===== src/rtl/lcd_pkg.sv =====
// lcd_pkg: shared types and constants for the LCD bus controller.
package lcd_pkg;

    typedef enum logic [2:0] {
        ST_PWRUP,
        ST_IDLE,
        ST_SETUP,
        ST_EN_HI,
        ST_HOLD,
        ST_WAIT
    } lcd_state_e;

    localparam logic [7:0] LCD_CMD_CLEAR = 8'h01;
    localparam logic [7:0] LCD_CMD_HOME  = 8'h02;

    typedef struct packed {
        logic       rs;
        logic [7:0] data;
    } lcd_entry_t;

    // Clear and both home encodings (0x02/0x03) need the long execution wait.
    function automatic logic is_long_cmd(lcd_entry_t e);
        return !e.rs && (e.data == LCD_CMD_CLEAR || e.data == LCD_CMD_HOME ||
                         e.data == (LCD_CMD_HOME | 8'h01));
    endfunction

    function automatic int max_int(int a, int b);
        return a > b ? a : b;
    endfunction

endpackage


===== src/rtl/lcd_fifo.sv =====
// lcd_fifo: synchronous FIFO of LCD write entries, head visible combinationally.
module lcd_fifo
    import lcd_pkg::*;
#(
    parameter int DEPTH = 4
) (
    input  logic                     i_clk,
    input  logic                     i_reset,
    input  logic                     push,
    input  logic                     pop,
    input  lcd_entry_t               din,
    output lcd_entry_t               dout,
    output logic                     full,
    output logic                     empty,
    output logic [$clog2(DEPTH):0]   level
);

    localparam int AW = $clog2(DEPTH);

    lcd_entry_t    mem [DEPTH];
    logic [AW-1:0] wr_ptr;
    logic [AW-1:0] rd_ptr;
    logic          do_push;
    logic          do_pop;

    assign full    = level == (AW+1)'(DEPTH);
    assign empty   = level == '0;
    assign do_push = push && !full;
    assign do_pop  = pop && !empty;
    assign dout    = mem[rd_ptr];

    always_ff @(posedge i_clk or posedge i_reset) begin
        if (i_reset) begin
            wr_ptr <= '0;
            rd_ptr <= '0;
            level  <= '0;
        end else begin
            wr_ptr <= wr_ptr + AW'(do_push);
            rd_ptr <= rd_ptr + AW'(do_pop);
            level  <= level + (AW+1)'(do_push) - (AW+1)'(do_pop);
        end
    end

    always_ff @(posedge i_clk) begin
        if (do_push) mem[wr_ptr] <= din;
    end

endmodule


===== src/rtl/lcd_bus_ctrl.sv =====
// lcd_bus_ctrl: queues LSU LCD writes and replays them on an HD44780-style bus with programmable timing.
module lcd_bus_ctrl
    import lcd_pkg::*;
#(
    parameter int FIFO_DEPTH  = 4,
    parameter int T_POWERUP   = 100,
    parameter int T_SETUP     = 2,
    parameter int T_EN_HIGH   = 4,
    parameter int T_HOLD      = 2,
    parameter int T_EXEC      = 10,
    parameter int T_EXEC_LONG = 40
) (
    input  logic                          i_clk,
    input  logic                          i_reset,
    input  logic                          i_wr_vld,
    input  logic                          i_wr_rs,
    input  logic [7:0]                    i_wr_data,
    output logic                          o_wr_rdy,
    input  logic                          i_lcd_on_set,
    input  logic                          i_lcd_on,
    output logic                          o_lcd_on,
    output logic                          o_lcd_en,
    output logic                          o_lcd_rs,
    output logic                          o_lcd_rw,
    output logic [7:0]                    o_lcd_data,
    output logic                          o_busy,
    output logic [$clog2(FIFO_DEPTH):0]   o_fifo_level
);

    localparam int T_MAX = max_int(max_int(max_int(T_POWERUP, T_SETUP), max_int(T_EN_HIGH, T_HOLD)),
                                   max_int(T_EXEC, T_EXEC_LONG));
    localparam int CW = $clog2(T_MAX) + 1;

    lcd_state_e    state;
    lcd_state_e    state_n;
    logic [CW-1:0] cnt;
    logic [CW-1:0] lim;
    logic          done;
    logic          pop;
    logic          full;
    logic          empty;
    lcd_entry_t    wr_entry;
    lcd_entry_t    head;
    lcd_entry_t    bus;

    assign wr_entry = '{rs: i_wr_rs, data: i_wr_data};

    lcd_fifo #(.DEPTH(FIFO_DEPTH)) u_fifo (
        .i_clk   (i_clk),
        .i_reset (i_reset),
        .push    (i_wr_vld),
        .pop     (pop),
        .din     (wr_entry),
        .dout    (head),
        .full    (full),
        .empty   (empty),
        .level   (o_fifo_level)
    );

    assign o_wr_rdy   = !full;
    assign o_lcd_rs   = bus.rs;
    assign o_lcd_data = bus.data;
    assign o_lcd_rw   = 1'b0;
    assign o_busy     = !(state == ST_IDLE && empty);

    // The counter runs up from 0 on state entry; lim is the last cycle of the current state.
    always_comb begin
        lim = state == ST_PWRUP ? CW'(T_POWERUP - 1) :
              state == ST_SETUP ? CW'(T_SETUP - 1) :
              state == ST_EN_HI ? CW'(T_EN_HIGH - 1) :
              state == ST_HOLD  ? CW'(T_HOLD - 1) :
              is_long_cmd(bus)  ? CW'(T_EXEC_LONG - 1) : CW'(T_EXEC - 1);
        done    = cnt == lim;
        pop     = state == ST_IDLE && !empty;
        state_n = state;
        case (state)
            ST_PWRUP: if (done) state_n = ST_IDLE;
            ST_IDLE:  if (!empty) state_n = ST_SETUP;
            ST_SETUP: if (done) state_n = ST_EN_HI;
            ST_EN_HI: if (done) state_n = ST_HOLD;
            ST_HOLD:  if (done) state_n = ST_WAIT;
            ST_WAIT:  if (done) state_n = ST_IDLE;
            default:  state_n = ST_PWRUP;
        endcase
    end

    always_ff @(posedge i_clk or posedge i_reset) begin
        if (i_reset) begin
            state    <= ST_PWRUP;
            cnt      <= '0;
            bus      <= '0;
            o_lcd_en <= 1'b0;
            o_lcd_on <= 1'b0;
        end else begin
            state    <= state_n;
            cnt      <= (state_n != state || state == ST_IDLE) ? '0 : cnt + 1'b1;
            o_lcd_en <= state_n == ST_EN_HI;
            if (pop) bus <= head;
            if (i_lcd_on_set) o_lcd_on <= i_lcd_on;
        end
    end

endmodule


===== config.mk =====
export PLATFORM = sky130hd
export DESIGN_NAME = lcd_bus_ctrl
export DESIGN_NICKNAME = d
export VERILOG_FILES = /design/src/rtl/lcd_pkg.sv /design/src/rtl/lcd_fifo.sv /design/src/rtl/lcd_bus_ctrl.sv
export SDC_FILE = /design/constraint.sdc
export NUM_CORES = 1
export LEC_CHECK = 0
export CAP_MARGIN = 20
export CORE_MARGIN = 4
export CORE_UTILIZATION = 40
export DETAILED_ROUTE_END_ITERATION = 6
export DONT_BUFFER_PORTS = 1
export PLACE_DENSITY = 0.58
export SLEW_MARGIN = 20
export SYNTH_ARGS = -nofsm -noshare
export SYNTH_HDL_FRONTEND = slang
export SYNTH_SLANG_ARGS = --single-unit

===== constraint.sdc =====
create_clock -name i_clk -period 3.7 [get_ports i_clk]
set_input_delay 0 -clock i_clk [delete_from_list [all_inputs] [get_ports i_clk]]
set_output_delay 0 -clock i_clk [all_outputs]
set_load 0.02 [all_outputs]

==> impl_metrics.toml, run 1 <==
[route]
finalWirelength_um = 4880
drtIter0Drc = 35
wl_per_cell_um = 17.3
drc = 0
dr.pass1.iters = 4
vias = 1520
ant_nets = 0
viasPerCell = 5.37

[yosys]
synthTopCellsByArea = "edfxtp_1 (39%), dfrtp_1 (26%), mux4_2 (7.4%), mux2_2 (4.5%), xor2_1 (2.9%)"
syn_area_per_cell_sq_um = 15.2
yosysTopAreaCell = "edfxtp_1"
synth_flop_cell = "edfxtp_1"
yosysWarnings = 0
synth_edf_count = 36
synth-seq-cells = 65
synth-xor-area-share_pct = 3.82
synth_commonest_cells = "edfxtp_1 (36), dfrtp_1 (29), nor2_1 (13), mux2_2 (11)"
synth_cells = 181
ys_seq_area_share_pct = 65.7
synth.most_common_cell = "edfxtp_1"
synth_nets = 201
synth_compound_area_share_pct = 3.69
synth.area.mux_share_pct = 12.3
synthAdderAreaFrac_pct = 3.00
synth_top_cell_area_share_pct = 39.3
synthesis.area_sq_um = 2750
synth_top_family_by_area = "multiplexers"
synthSimpleGateAreaFrac_pct = 9.15
synth.distinct_cells = 39
synth_async_sr_flop_share_pct = 44.6

[clocking]
ctsHoldBuffers = 12
numCtsBuffers = 9
htreeDepth = 3
ctsResizeCount = 0
cts-root-buf = "clkbuf_8"
path_clk_slew_ns = 0.07
clock_latency_ns = 0.33
postCtsSetupBuffers = 0
numClockSinks = 65
cts_buffer_depth = 2
tritoncts = "done"

[timing]
hold_violations = 0
worst_clock_skew_ns = 0.00713
hold_slack_ns = 0.0339
timing.fmax_mhz = 348
relSlewSlack_pct = 37.4
period_share_pct = 77.7
slew_violations = 0
rsz0062_at_grt = "false"
final-setup-viol-count = 0
tightest_slew_ns = 0.936
min_period_ns = 2.87
fin_tns_setup_ns = 0

[outcome]
status = "completed"

[layout]
n_fill_cell = 549
n_antenna_cell = 0
num-nets-final = 221
final_layout_size_suffix_gt1_share_pct = 20.4
synthToLayoutAreaGrowth_pct = 14.5

[min_path]
min_path_type = "in -> reg"
hold_depth = 3

[die]
design.core.area_sq_um = 6490
die_w_um = 90.9
start_util_pct = 42.3
row_count = 29
die_h_um = 90.9
dieArea_sq_um = 8260
ioPinCount = 31

[global_routing]
grt_use_total_pct = 12.8
grtUsageMet3_pct = 6.00
grt_pass1_wl_um = 7930
grt_overflow = 0
grt_start_max_net_pins = 17
met2_usage_pct = 22.4
first_global_vias = 1537
grt_util_met1_pct = 13.7
grt_busiest_layer = "met2"
antenna_found_initial = 0

[critical_path]
path_class = "reg -> reg"
worstSetupEndpointType = "register"
path_max_fanout = 6
crit_arrival_ns = 3.09
reg2reg_depth = 6
crit_required_ns = 3.91
start_kind = "register"

[place]
io_buffers = 0
place_hpwl_um = 3440
gp_congestion = 0.826

[power_and_ir_drop]
peakVddDrop_v = 0.000323
p_per_area_nw_per_um2 = 533
power.leakage_nw = 1.25

[job]
maxCapViolCount = 0
-- state kept, by name, indices dropped and copies added, names as in the netlist, 2 cells and up --
name,cells
u_fifo.rd_ptr,2
u_fifo.wr_ptr,2
state,3
u_fifo.level,3
u_fifo.mem,36
o_lcd_data,8
cnt,8
-- kinds of logic after synthesis --
logic type                 count (synthesis)
muxes                                     21
xor gates and xnor gates                  12
DFF                                       65
buffers and inverters                     15
and+or+nand+nor                           47
other                                      1
AOI/OAI and AO/OA                         14
adders and majority gates                  6
-- per-layer routing --
metal,part of all wire (%),up-vias
met5,0,-
met4,1.3,0
met3,6.1,6
met2,56,38
met1,37,764
li1,-,712
-- report_power, final --
| group | total (mW) | switching (mW) | internal, mW | leakage, nW |
|---|---|---|---|---|
| Combinational | 0.205 | 0.119 | 0.0862 | 0.457 |
| Clock | 0.509 | 0.268 | 0.241 | 0.0830 |
| Sequential | 0.963 | 0.0783 | 0.885 | 0.707 |
| Total | 1.68 | 0.466 | 1.21 | 1.25 |
-- metrics by stage --
step                worst slack [ns]  instance area (sq um)  std cells  total power, mW  utilization (%)
global route                   0.664                   3150        283             1.77             48.5
CTS                            0.828                   3150        283             1.71             48.5
detailed placement             0.850                   2860        255             1.18             44.0
floorplan                      0.997                   2750        181             1.10                -
global placement               0.916                   2840        254             1.16             43.8
finish                         0.825                   3150        283             1.68             48.5
-- layout by cell type (no fill, tap or decap), types with 2 or more instances in the layout --
| master | n |
|---|---|
| or3_1 | 4 |
| ha_1 | 5 |
| inv_1 | 8 |
| nand2_1 | 6 |
| buf_4 | 3 |
| nor3b_1 | 2 |
| xnor2_1 | 3 |
| clkinvlp_4 | 2 |
| nor3_1 | 4 |
| xor2_1 | 9 |
| and3_1 | 3 |
| a21oi_1 | 3 |
| nor2b_1 | 3 |
| mux2_2 | 11 |
| edfxtp_1 | 36 |
| clkinv_2 | 2 |
| nand3_1 | 5 |
| dlygate4sd3_1 | 12 |
| clkbuf_8 | 9 |
| nor2_1 | 13 |
| mux4_2 | 9 |
| dfrtp_1 | 29 |
-- cell type report --
cell class / count / area [sq um] / share of cell area [%]
multi-input cells: 101 / 887 / 28.2
repair buffers: 16 / 158 / 5.01
inverters: 8 / 30.0 / 0.954
clock buffers: 9 / 124 / 3.93
flip-flops and latches: 65 / 1810 / 57.4
clock inverters: 7 / 46.3 / 1.47
well taps: 77 / 96.3 / 3.06
-- critical path, stage by stage (launching register included) --
cell	delay (ns)
dfrtp_1	0.47
or4_4	0.60
o41a_1	0.43
or4_1	0.51
o2111ai_1	0.22
or3_1	0.20
mux2_1	0.34
-- path summary, 6_finish.rpt --
check                      slack [ns]          start         endpoint
setup reg to reg                 0.83  o_lcd_data[5]         state[2]
hold reg to reg                  0.55         cnt[0]           cnt[0]
min in group asynchronous        0.20        i_reset         state[2]
max in group asynchronous        2.98        i_reset    o_lcd_data[2]
hold / removal                   0.03       i_wr_vld  u_fifo.level[0]
setup / recovery                 0.83  o_lcd_data[5]         state[2]
Power figures use the tool's default switching activity.
==> run 2: changes to the inputs <==
==> constraint.sdc (replaced) <==
create_clock -name i_clk -period 2.8 [get_ports i_clk]
set_input_delay 0 -clock i_clk [delete_from_list [all_inputs] [get_ports i_clk]]
set_output_delay 0 -clock i_clk [all_outputs]
set_load 0.02 [all_outputs]
==> impl_metrics.toml, run 2 (synthesized netlist as in run 1, its figures left out) <==
[outcome]
status = "completed"

[critical_path]
start_kind = "register"
cpPeakStageDelay_ns = 0.55
path_cells = "or4_4 -> o41a_1 -> o31ai_1 -> o2111ai_2 -> or3_1 -> mux2_1"
crit_arrival_ns = 2.89
r2r-start = "o_lcd_data[5]"
worstSetupEndpointType = "register"
path_max_fanout = 4
crit_required_ns = 3.01
crit_slowest_cell = "or4_4"
path_class = "reg -> reg"
startpoint = "o_lcd_data[5]"

[route]
vias = 1547
dr.pass1.iters = 4
viasPerCell = 5.30
drtIter0Drc = 44
finalWirelength_um = 4850
drc = 0
ant_nets = 0
wl_per_cell_um = 16.6

[layout]
largest_reg_flops = 36
top_register = "u_fifo.mem"
synthToLayoutAreaGrowth_pct = 17.8
n_antenna_cell = 0
num-nets-final = 230
final_layout_size_suffix_gt1_share_pct = 23.7
final_cell_mix = "edfxtp_1 (36), dfrtp_1 (29), nor2_1 (13), dlygate4sd3_1 (13)"
final_common_cell = "edfxtp_1"
post-route-util_pct = 49.8

[job]
maxCapViolCount = 0

[place]
place_hpwl_um = 3370
gp_congestion = 0.775
io_buffers = 0

[global_routing]
first_global_vias = 1608
antenna_found_initial = 0
grt_overflow = 0
grt_pass1_wl_um = 8020
grt_use_total_pct = 12.9
grt_start_max_net_pins = 17

[timing]
worst_clock_skew_ns = 0.00847
hold_violations = 0
final-setup-viol-count = 0
relSlewSlack_pct = 57.3
fin_tns_setup_ns = 0
slew_violations = 0
rsz0062_at_grt = "false"
min_period_ns = 2.68
period_share_pct = 95.6
timing.fmax_mhz = 374
tightest_slew_ns = 0.640

[die]
design.core.area_sq_um = 6490
die_w_um = 90.9
ioPinCount = 31
dieArea_sq_um = 8260
start_util_pct = 42.3
row_count = 29
die_h_um = 90.9

[clocking]
postCtsSetupBuffers = 0
tritoncts = "done"
cts-root-buf = "clkbuf_8"
htreeDepth = 3
clock_latency_ns = 0.33
path_clk_slew_ns = 0.07
numCtsBuffers = 9
cts_buffer_depth = 2
numClockSinks = 65

[power_and_ir_drop]
p_per_area_nw_per_um2 = 690
power.leakage_nw = 1.30
peakVddDrop_v = 0.000477

[min_path]
min_path_type = "in -> async"
run 2: cell count changes in the layout (fill, tap and decap cells not counted):
cell / before / now
buf_16: 0 / 1
buf_4: 3 / 11
buf_8: 1 / 0
dlygate4sd3_1: 12 / 13
o2111ai_1: 1 / 0
o2111ai_2: 0 / 1
run 2: layout make-up:
cell class	count	area, sq um
clock inverter	7	46.3
inverter	8	30.0
clock buffer	9	124
tap	77	96.3
multi-input combinational	101	893
timing repair buffer	25	240
fill	546	3260
sequential	65	1810
run 2: report_power, final:
group	leakage, nW	total [mW]	internal (mW)	switching [mW]
Clock	0.0830	0.670	0.318	0.352
Combinational	0.508	0.311	0.131	0.179
Sequential	0.707	1.25	1.17	0.0837
run 2: timing repair:
action,in CTS,in global routing
gates resized for setup,0,1
hold buffers,13,0
endpoints found under the setup margin,0,1
hold endpoints to repair,52,0
run 2: path summary, 6_finish.rpt:
| kind | endpoint | slack [ns] | cells past startpoint |
|---|---|---|---|
| worst max register to register | state[2] | 0.12 | 6 |
| worst min-delay path | u_fifo.level[2] | 0.19 | 2 |
| worst min register to register | cnt[0] | 0.54 | 1 |
| max in group asynchronous | o_lcd_data[0] | 2.11 | 3 |
| worst max-delay path | state[2] | 0.12 | 6 |
| min in group i_clk | o_lcd_on | 0.36 | 2 |
run 2: metal layers:
layer  GRT usage (%)  share of wire (%)  vias up
met5               0                  0        -
met4            4.90               0.60        0
met3            6.25                6.3        2
met2            22.5                 54       38
met1            13.5                 39      777
li1                -                  -      730
run 2: per-stage QoR:
stage | instances | setup slack [ns] | area, sq um | total power, mW | hold WS, ns
2_1_floorplan | 181 | 0.0968 | 2750 | 1.46 | 0.0781
3_3_place_gp | 262 | 0.222 | 2900 | 1.55 | 0.0990
3_5_place_dp | 263 | 0.174 | 2930 | 1.57 | 0.00273
4_1_cts | 292 | 0.132 | 3230 | 2.28 | 0.184
5_1_grt | 292 | 0.00775 | 3240 | 2.36 | 0.235
6_report | 292 | 0.123 | 3240 | 2.23 | 0.187
run 2: critical path: cells and delay by family, from the launching register on:
kind               cells  cell delay, ns
DFF                    1            0.39
muxes                  1            0.33
and+or+nand+nor        2            0.93
AOI/OAI and AO/OA      3            0.91
